### src/rtl/addsub_pipe.sv
// Pipelined two's-complement adder/subtractor, carry chain split into STAGES registered segments.
// Optional saturation on signed overflow is enabled with the ADDSUB_SAT_EN macro (adds the SAT port).
module addsub_pipe #(
    parameter int WIDTH  = 16,
    parameter int STAGES = 2
) (
    input  logic             CLK,
    input  logic             RST,
    input  logic             IN_VALID,
    output logic             IN_READY,
    input  logic             CTRL,
    input  logic [WIDTH-1:0] A,
    input  logic [WIDTH-1:0] B,
`ifdef ADDSUB_SAT_EN
    input  logic             SAT,
`endif
    output logic             OUT_VALID,
    input  logic             OUT_READY,
    output logic [WIDTH-1:0] S,
    output logic             COUT,
    output logic             OVF,
    output logic             ZERO,
    output logic             NEG
);

    localparam int SEG  = WIDTH / STAGES;
    localparam int LAST = STAGES - 1;

    // Handshake: a beat moves across an interface on a rising edge where valid and ready are both 1;
    // the whole pipe advances together (adv), so a stalled output freezes every stage, bubbles included.
    logic              adv;
    logic [STAGES-1:0] v_q, v_d;
    logic [STAGES-1:0] c_q, c_d;
    logic [WIDTH-1:0]  s_q [STAGES];
    logic [WIDTH-1:0]  s_d [STAGES];
    logic [WIDTH-1:0]  a_q [STAGES];
    logic [WIDTH-1:0]  a_d [STAGES];
    logic [WIDTH-1:0]  b_q [STAGES];
    logic [WIDTH-1:0]  b_d [STAGES];
`ifdef ADDSUB_SAT_EN
    logic [STAGES-1:0] sat_q, sat_d;
    logic              sat_in;
`endif

    logic [WIDTH-1:0]  a_in, b_in, s_in;
    logic              c_in, v_in;
    logic [SEG:0]      seg_sum;

    assign adv      = OUT_READY | ~v_q[LAST];
    assign IN_READY = adv & ~RST;

    // Stage k adds segment k of whatever the previous register holds; stage 0 takes the ports.
    always_comb begin
        a_in    = A;
        b_in    = B ^ {WIDTH{CTRL}};
        c_in    = CTRL;
        s_in    = '0;
        v_in    = IN_VALID & IN_READY;
        seg_sum = '0;
        v_d     = '0;
        c_d     = '0;
`ifdef ADDSUB_SAT_EN
        sat_in  = SAT;
        sat_d   = '0;
`endif
        for (int k = 0; k < STAGES; k++) begin
            seg_sum = {1'b0, a_in[k*SEG +: SEG]} + {1'b0, b_in[k*SEG +: SEG]}
                    + {{SEG{1'b0}}, c_in};
            s_in[k*SEG +: SEG] = seg_sum[SEG-1:0];
            a_d[k] = a_in;
            b_d[k] = b_in;
            s_d[k] = s_in;
            c_d[k] = seg_sum[SEG];
            v_d[k] = v_in;
`ifdef ADDSUB_SAT_EN
            sat_d[k] = sat_in;
            sat_in   = sat_q[k];
`endif
            a_in = a_q[k];
            b_in = b_q[k];
            s_in = s_q[k];
            c_in = c_q[k];
            v_in = v_q[k];
        end
    end

    always_ff @(posedge CLK) begin
        if (RST) begin
            v_q <= '0;
            c_q <= '0;
`ifdef ADDSUB_SAT_EN
            sat_q <= '0;
`endif
            for (int k = 0; k < STAGES; k++) begin
                s_q[k] <= '0;
                a_q[k] <= '0;
                b_q[k] <= '0;
            end
        end else if (adv) begin
            v_q <= v_d;
            c_q <= c_d;
`ifdef ADDSUB_SAT_EN
            sat_q <= sat_d;
`endif
            for (int k = 0; k < STAGES; k++) begin
                s_q[k] <= s_d[k];
                a_q[k] <= a_d[k];
                b_q[k] <= b_d[k];
            end
        end
    end

    logic [WIDTH-1:0] s_raw;
    logic             a_msb, b_msb;

    assign s_raw     = s_q[LAST];
    assign a_msb     = a_q[LAST][WIDTH-1];
    assign b_msb     = b_q[LAST][WIDTH-1];
    assign OUT_VALID = v_q[LAST];
    assign COUT      = c_q[LAST];
    assign OVF       = (a_msb == b_msb) & (s_raw[WIDTH-1] != a_msb);
    // Gated by valid so an empty pipe reports ZERO = 0 rather than describing the cleared sum.
    assign ZERO      = v_q[LAST] & ~|s_raw;
    assign NEG       = s_raw[WIDTH-1];

`ifdef ADDSUB_SAT_EN
    assign S = (sat_q[LAST] & OVF)
             ? (a_msb ? {1'b1, {(WIDTH-1){1'b0}}} : {1'b0, {(WIDTH-1){1'b1}}})
             : s_raw;
`else
    assign S = s_raw;
`endif

endmodule

### config.mk
export PLATFORM = sky130hd
export DESIGN_NAME = addsub_pipe
export DESIGN_NICKNAME = d
export VERILOG_FILES = /design/src/rtl/addsub_pipe.sv
export SDC_FILE = /design/constraint.sdc
export NUM_CORES = 1
export LEC_CHECK = 0
export BUFFER_PORTS_ARGS = -buffer_cell sky130_fd_sc_hd__buf_2
export CAP_MARGIN = 20
export CORE_MARGIN = 2
export CORE_UTILIZATION = 25
export CTS_BUF_LIST = sky130_fd_sc_hd__clkbuf_16
export DETAILED_ROUTE_END_ITERATION = 10
export SETUP_SLACK_MARGIN = 0.1
export SYNTH_ARGS = -nofsm -noshare
export SYNTH_HDL_FRONTEND = slang
export SYNTH_SLANG_ARGS = --single-unit
### constraint.sdc
create_clock -name CLK -period 2.9 [get_ports CLK]
set_input_delay 0.145 -clock CLK [delete_from_list [all_inputs] [get_ports CLK]]
set_output_delay 0.145 -clock CLK [all_outputs]
set_load 0.01 [all_outputs]
# Word level (Yosys, flattened, before mapping)
# Memories as Yosys holds them, arrays and structs flattened.
# Cells that the tools add are included.
[op_classes] addsub=4 eq_ne=2 muxes=11 bitwise=14 reduce_logical=2
[op_table] cell="two-way mux 16 bit" n=6
[op_table] cell="adder 8 x 8 -> 9 bit" n=2
[op_table] cell="adder 9 x 1 -> 9 bit" n=2
[op_table] cell="OR reduction 16 bit" n=1
[op_table] cell="bitwise XOR 16 bit" n=1
[op_table] cell="OR 1 bit" n=7
[op_table] cell="two-way mux 1 bit" n=5
[op_table] cell="bitwise AND 1 bit" n=4
[op_table] cell="NOT 1 bit" n=2
[op_table] cell="== test 1 bit" n=1
[op_table] cell="zero test 1 bit" n=1
[op_table] cell="inequality test 1 bit" n=1
[word_totals] ff_bits=4 mem_bits_rw=96 in_bits=37 output_inout_bits=22 elab_cells=38 n_memories=3
[memory_table] name="a_q" depth=2 width=16 read_ports=2 rd_ports_with_merged_regs=0 write_ports=2 line="36" text="logic [WIDTH-1:0] a_q [STAGES];"
[memory_table] name="b_q" depth=2 width=16 read_ports=2 rd_ports_with_merged_regs=0 write_ports=2 line="38" text="logic [WIDTH-1:0] b_q [STAGES];"
[memory_table] name="s_q" depth=2 width=16 read_ports=2 rd_ports_with_merged_regs=0 write_ports=2 line="34" text="logic [WIDTH-1:0] s_q [STAGES];"

# Logic depth before layout (Yosys ltp)
[depth] word_depth=6 mapped_depth=9 depth_no_buf=8

# Worst setup path after synthesis
# OpenSTA, ideal clock, no wires.
[synth_timing] path_kind="flip-flop to flip-flop" startpoint="memory a_q[0][8]" endpoint="memory s_q[1][14], in the netlist s_q[0][30] (data pin)" arrival_ns=1.942 required_ns=2.733 setup_slack_ns=0.790 stages_incl_launch_ff=8 path_buffers=0 period_less_slack_ns=2.110 path_cell_list="edfxtp_1 > fa_1 > fa_1 > a211oi_1 > nor2_1 > nor3_1 > nor2_1 > a211oi_1"
[synth_rtl] element="start: declaration" line="36"
[synth_rtl] element="end: declaration" line="34"

==> metrics.log <==
[metrics] status: finished, final reports clean
[metrics] warning count from the yosys run: 0
[metrics] WP data required: about 3.0 ns
[metrics] IR drop worst, VDD: slightly below 200 uV
[metrics] cell leakage power: between 1 and 1.5 nW
[metrics] Int Power: 1.27 mW
[metrics] largest net degree at the start of global routing: 25
[metrics] clock tree from TritonCTS: done
[metrics] Clock H-tree levels: 2
[metrics] highest-count cells in the layout ignoring fill and taps: sky130_fd_sc_hd__buf_2 (58), sky130_fd_sc_hd__edfxtp_1 (42), sky130_fd_sc_hd__nor2_1 (28), sky130_fd_sc_hd__and2_1 (20), sky130_fd_sc_hd__ha_1 (14)
[metrics] sequential share of the synthesized area: between 50% and 60%
[metrics] vias in the first global route: ~1700
[metrics] sum of negative setup slack: 0 ns
[metrics] Critical-path top delay cell: sky130_fd_sc_hd__fa_1
[metrics] detailed-router iteration count before antenna repair: 4
[metrics] routed wire length per instance: 12.2 um
[metrics] number of buffers inserted to repair setup after CTS: 0
[metrics] library cells used by synthesis: 37
[metrics] final slew viol count: 0
[metrics] min cycle time layout: 2.26 ns
[metrics] Worst-path clk slew: 0.06 ns
[metrics] number of DRC violations after detailed routing: 0
[metrics] count of buffer and inverter cells on the critical path: 0
[metrics] DRT Wirelength: 4940 um
[metrics] Data arrival, critical path: 2.37 ns
[metrics] Max Buffers Root-to-Sink: 2
[metrics] total power density per cell area: 560 nW/um2
[metrics] post-synthesis to final-layout area growth: 23.6%
[metrics] skew final: roughly 0.0041 ns
[metrics] class of the most critical hold timing path: in -> reg
[metrics] die outline width: around 100 um
[metrics] family with the most delay on the worst path: adder cells
[metrics] final layout net count: 325
[metrics] number of DRC markers after the initial detailed-route iteration: 33
[metrics] Relative slew margins: 43.4%
[metrics] area of the die: between 10000 and 15000 um2
[metrics] CP Launch Type: flip-flop
[metrics] detailed-route vias per instance: 4.13
[metrics] # port buffers: 58
[metrics] cts bufs inserted: 5
[metrics] effective utilization at floorplan: 25.5%
[metrics] sw power: 431 uW
[metrics] share of post-route cells with drive strength above 1: 25.0%
[metrics] cell area after synthesis: between 2000 and 2500 um2
[metrics] Worst Max-Slew Pin Slew: between 0.8 and 0.9 ns
[metrics] synthesized flop and latch total: 46
[metrics] via count: 1672
[metrics] post-CTS resize count: 0
[metrics] global router's overall resource usage: under 10%
[metrics] CP max FO: 3
[metrics] hold violation total from the final report: 0
[metrics] Avg Cell Area, Syn: 11.7 um2
[metrics] setup repair after global routing missed its margin: false
[metrics] wire length of the first global-routing pass: 8060 um
[metrics] Post-Synthesis Cells: 211
[metrics] switching part of the total power: 25.3%
[metrics] Cell Rows: 36
[metrics] Top-Level Pins: 59
[metrics] Post-CTS Hold Buffers: 0
[metrics] sequential power share: 49.4%
[metrics] CTS sink count: 46
[metrics] max-cap check violation count: 0
[metrics] Fmax achieved: about 0.44 GHz
[metrics] overall power consumption: 1.71 mW
[metrics] post-route clock period utilization: 77.9%
[metrics] series of cell instances along the critical path: fa_1 -> fa_1 -> a211oi_1 -> nor2_1 -> nor3_1 -> nor2_1 -> a211oi_1
[metrics] die extent in y: around 100 um
[metrics] later-pin clock latency in the skew report: around 0.28 ns
[metrics] half-perimeter wire length after placement: 3910 um
[metrics] Syn Nets: about 270
[metrics] root buffer selected by CTS: sky130_fd_sc_hd__clkbuf_16
[metrics] weighted congestion reported at the end of routability-driven placement: 0.815
[metrics] total gr overflow: 0
[metrics] clock network power share: around 30%
[metrics] post-route antenna net violation count: 0
[metrics] most common cell after layout, fill and taps aside: sky130_fd_sc_hd__buf_2
[metrics] filler instances: 983
[metrics] ant diodes: 0
[metrics] delay of the slowest cell on the worst path: 0.46 ns
[metrics] number of antenna violations at the first check in global routing: 0
[metrics] category of the worst setup path capture point: flip-flop
[metrics] number of endpoints failing setup at the final stage: 0
[metrics] share of total power in combinational logic: slightly below 20%
[metrics] crit path kind: reg -> reg
[metrics] placeable core region: 9680 um2
worst paths after layout:
check                               start          to  slack (ns)  cells past startpoint
worst max register to register  a_q[0][8]  s_q[0][30]        0.64                      7
worst min register to register     v_q[0]      v_q[1]        0.45                      2
worst min-delay path                  RST      v_q[1]        0.06                      2
worst max-delay path            a_q[0][8]  s_q[0][30]        0.64                      7
synthesized netlist by cell type:
master | number | area (um2)
sky130_fd_sc_hd__edfxtp_1 | 42 | 1260
sky130_fd_sc_hd__nor2_1 | 28 | 105
sky130_fd_sc_hd__and2_1 | 20 | 125
sky130_fd_sc_hd__ha_1 | 14 | 175
sky130_fd_sc_hd__xnor2_1 | 11 | 96.3
sky130_fd_sc_hd__xor2_1 | 11 | 96.3
sky130_fd_sc_hd__o21ai_0 | 10 | 50.1
sky130_fd_sc_hd__nand2_1 | 9 | 33.8
sky130_fd_sc_hd__a21oi_1 | 7 | 35.0
sky130_fd_sc_hd__nor3_1 | 7 | 35.0
sky130_fd_sc_hd__a211oi_1 | 6 | 45.0
sky130_fd_sc_hd__inv_1 | 6 | 22.5
sky130_fd_sc_hd__clkbuf_1 | 4 | 15.0
sky130_fd_sc_hd__dfxtp_1 | 4 | 80.1
sky130_fd_sc_hd__fa_1 | 3 | 60.1
sky130_fd_sc_hd__nor4_1 | 3 | 18.8
sky130_fd_sc_hd__a21o_1 | 2 | 15.0
sky130_fd_sc_hd__nand2b_1 | 2 | 12.5
sky130_fd_sc_hd__nand3_1 | 2 | 10.0
sky130_fd_sc_hd__nor2b_1 | 2 | 12.5
sky130_fd_sc_hd__o21bai_1 | 2 | 15.0
sky130_fd_sc_hd__a2111oi_0 | 1 | 8.76
sky130_fd_sc_hd__a21boi_0 | 1 | 7.51
sky130_fd_sc_hd__a41oi_2 | 1 | 16.3
sky130_fd_sc_hd__buf_2 | 1 | 5.00
sky130_fd_sc_hd__buf_4 | 1 | 7.51
sky130_fd_sc_hd__buf_6 | 1 | 11.3
sky130_fd_sc_hd__mux2i_2 | 1 | 13.8
sky130_fd_sc_hd__nand4_1 | 1 | 6.26
sky130_fd_sc_hd__nor4b_1 | 1 | 8.76
sky130_fd_sc_hd__o2111ai_1 | 1 | 8.76
sky130_fd_sc_hd__o211a_1 | 1 | 10.0
sky130_fd_sc_hd__o211ai_2 | 1 | 12.5
sky130_fd_sc_hd__o21a_1 | 1 | 7.51
sky130_fd_sc_hd__o22ai_1 | 1 | 6.26
sky130_fd_sc_hd__o31ai_1 | 1 | 7.51
sky130_fd_sc_hd__or4_1 | 1 | 7.51
cell families (layout without fill, tap and decap cells):
kind of cell	count (synthesis)	count (layout)	share of synthesized area (%)
AOI/OAI and AO/OA	36	36	9.95
DFF	46	46	54.4
muxes	1	1	0.558
xor gates and xnor gates	22	22	7.82
buffers and inverters	13	74	2.49
and+or+nand+nor	76	76	15.2
adders and majority gates	17	17	9.54
metrics by stage:
stage	instances	instance area (um2)	util [%]	hold WS, ns	setup slack, ns
5_1_grt	405	3050	31.5	0.0645	0.401
2_1_floorplan	211	2460	-	0.214	0.790
4_1_cts	405	3050	31.5	0.0442	0.641
3_3_place_gp	397	2910	30.1	0.337	0.704
6_report	405	3050	31.5	0.0614	0.641
3_5_place_dp	397	2910	30.1	0.342	0.652
power groups by stage:
stage | registers [mW] | logic (mW) | clock network [mW]
after floorplan | 0.866 | 0.216 | 0
after global placement | 0.856 | 0.336 | 0
after detailed placement | 0.860 | 0.341 | 0
after CTS | 0.846 | 0.342 | 0.539
after global routing | 0.853 | 0.384 | 0.561
final | 0.843 | 0.339 | 0.524
layout make-up:
cell class / count / area [um2] / share of cell area (%)
Multi-Input combinational cell: 152 / 1060 / 34.9
Clock buffer: 5 / 125 / 4.11
Sequential cell: 46 / 1340 / 44.0
Clock inverter: 3 / 11.3 / 0.370
Tap cell: 133 / 166 / 5.46
Inverter: 6 / 22.5 / 0.739
Timing Repair Buffer: 60 / 318 / 10.4
flip-flops by register name, summed over array words and instances (netlist names):
name	count
c_q	2
b_q	9
a_q	9
s_q	24
v_q	2
metal layers:
layer,part of all wire [%],track usage [%]
met1,50,13.1
met5,0,0
met4,1.5,3.64
met2,43,15.4
met3,5.9,2.82
Power figures use the tool's default switching activity.
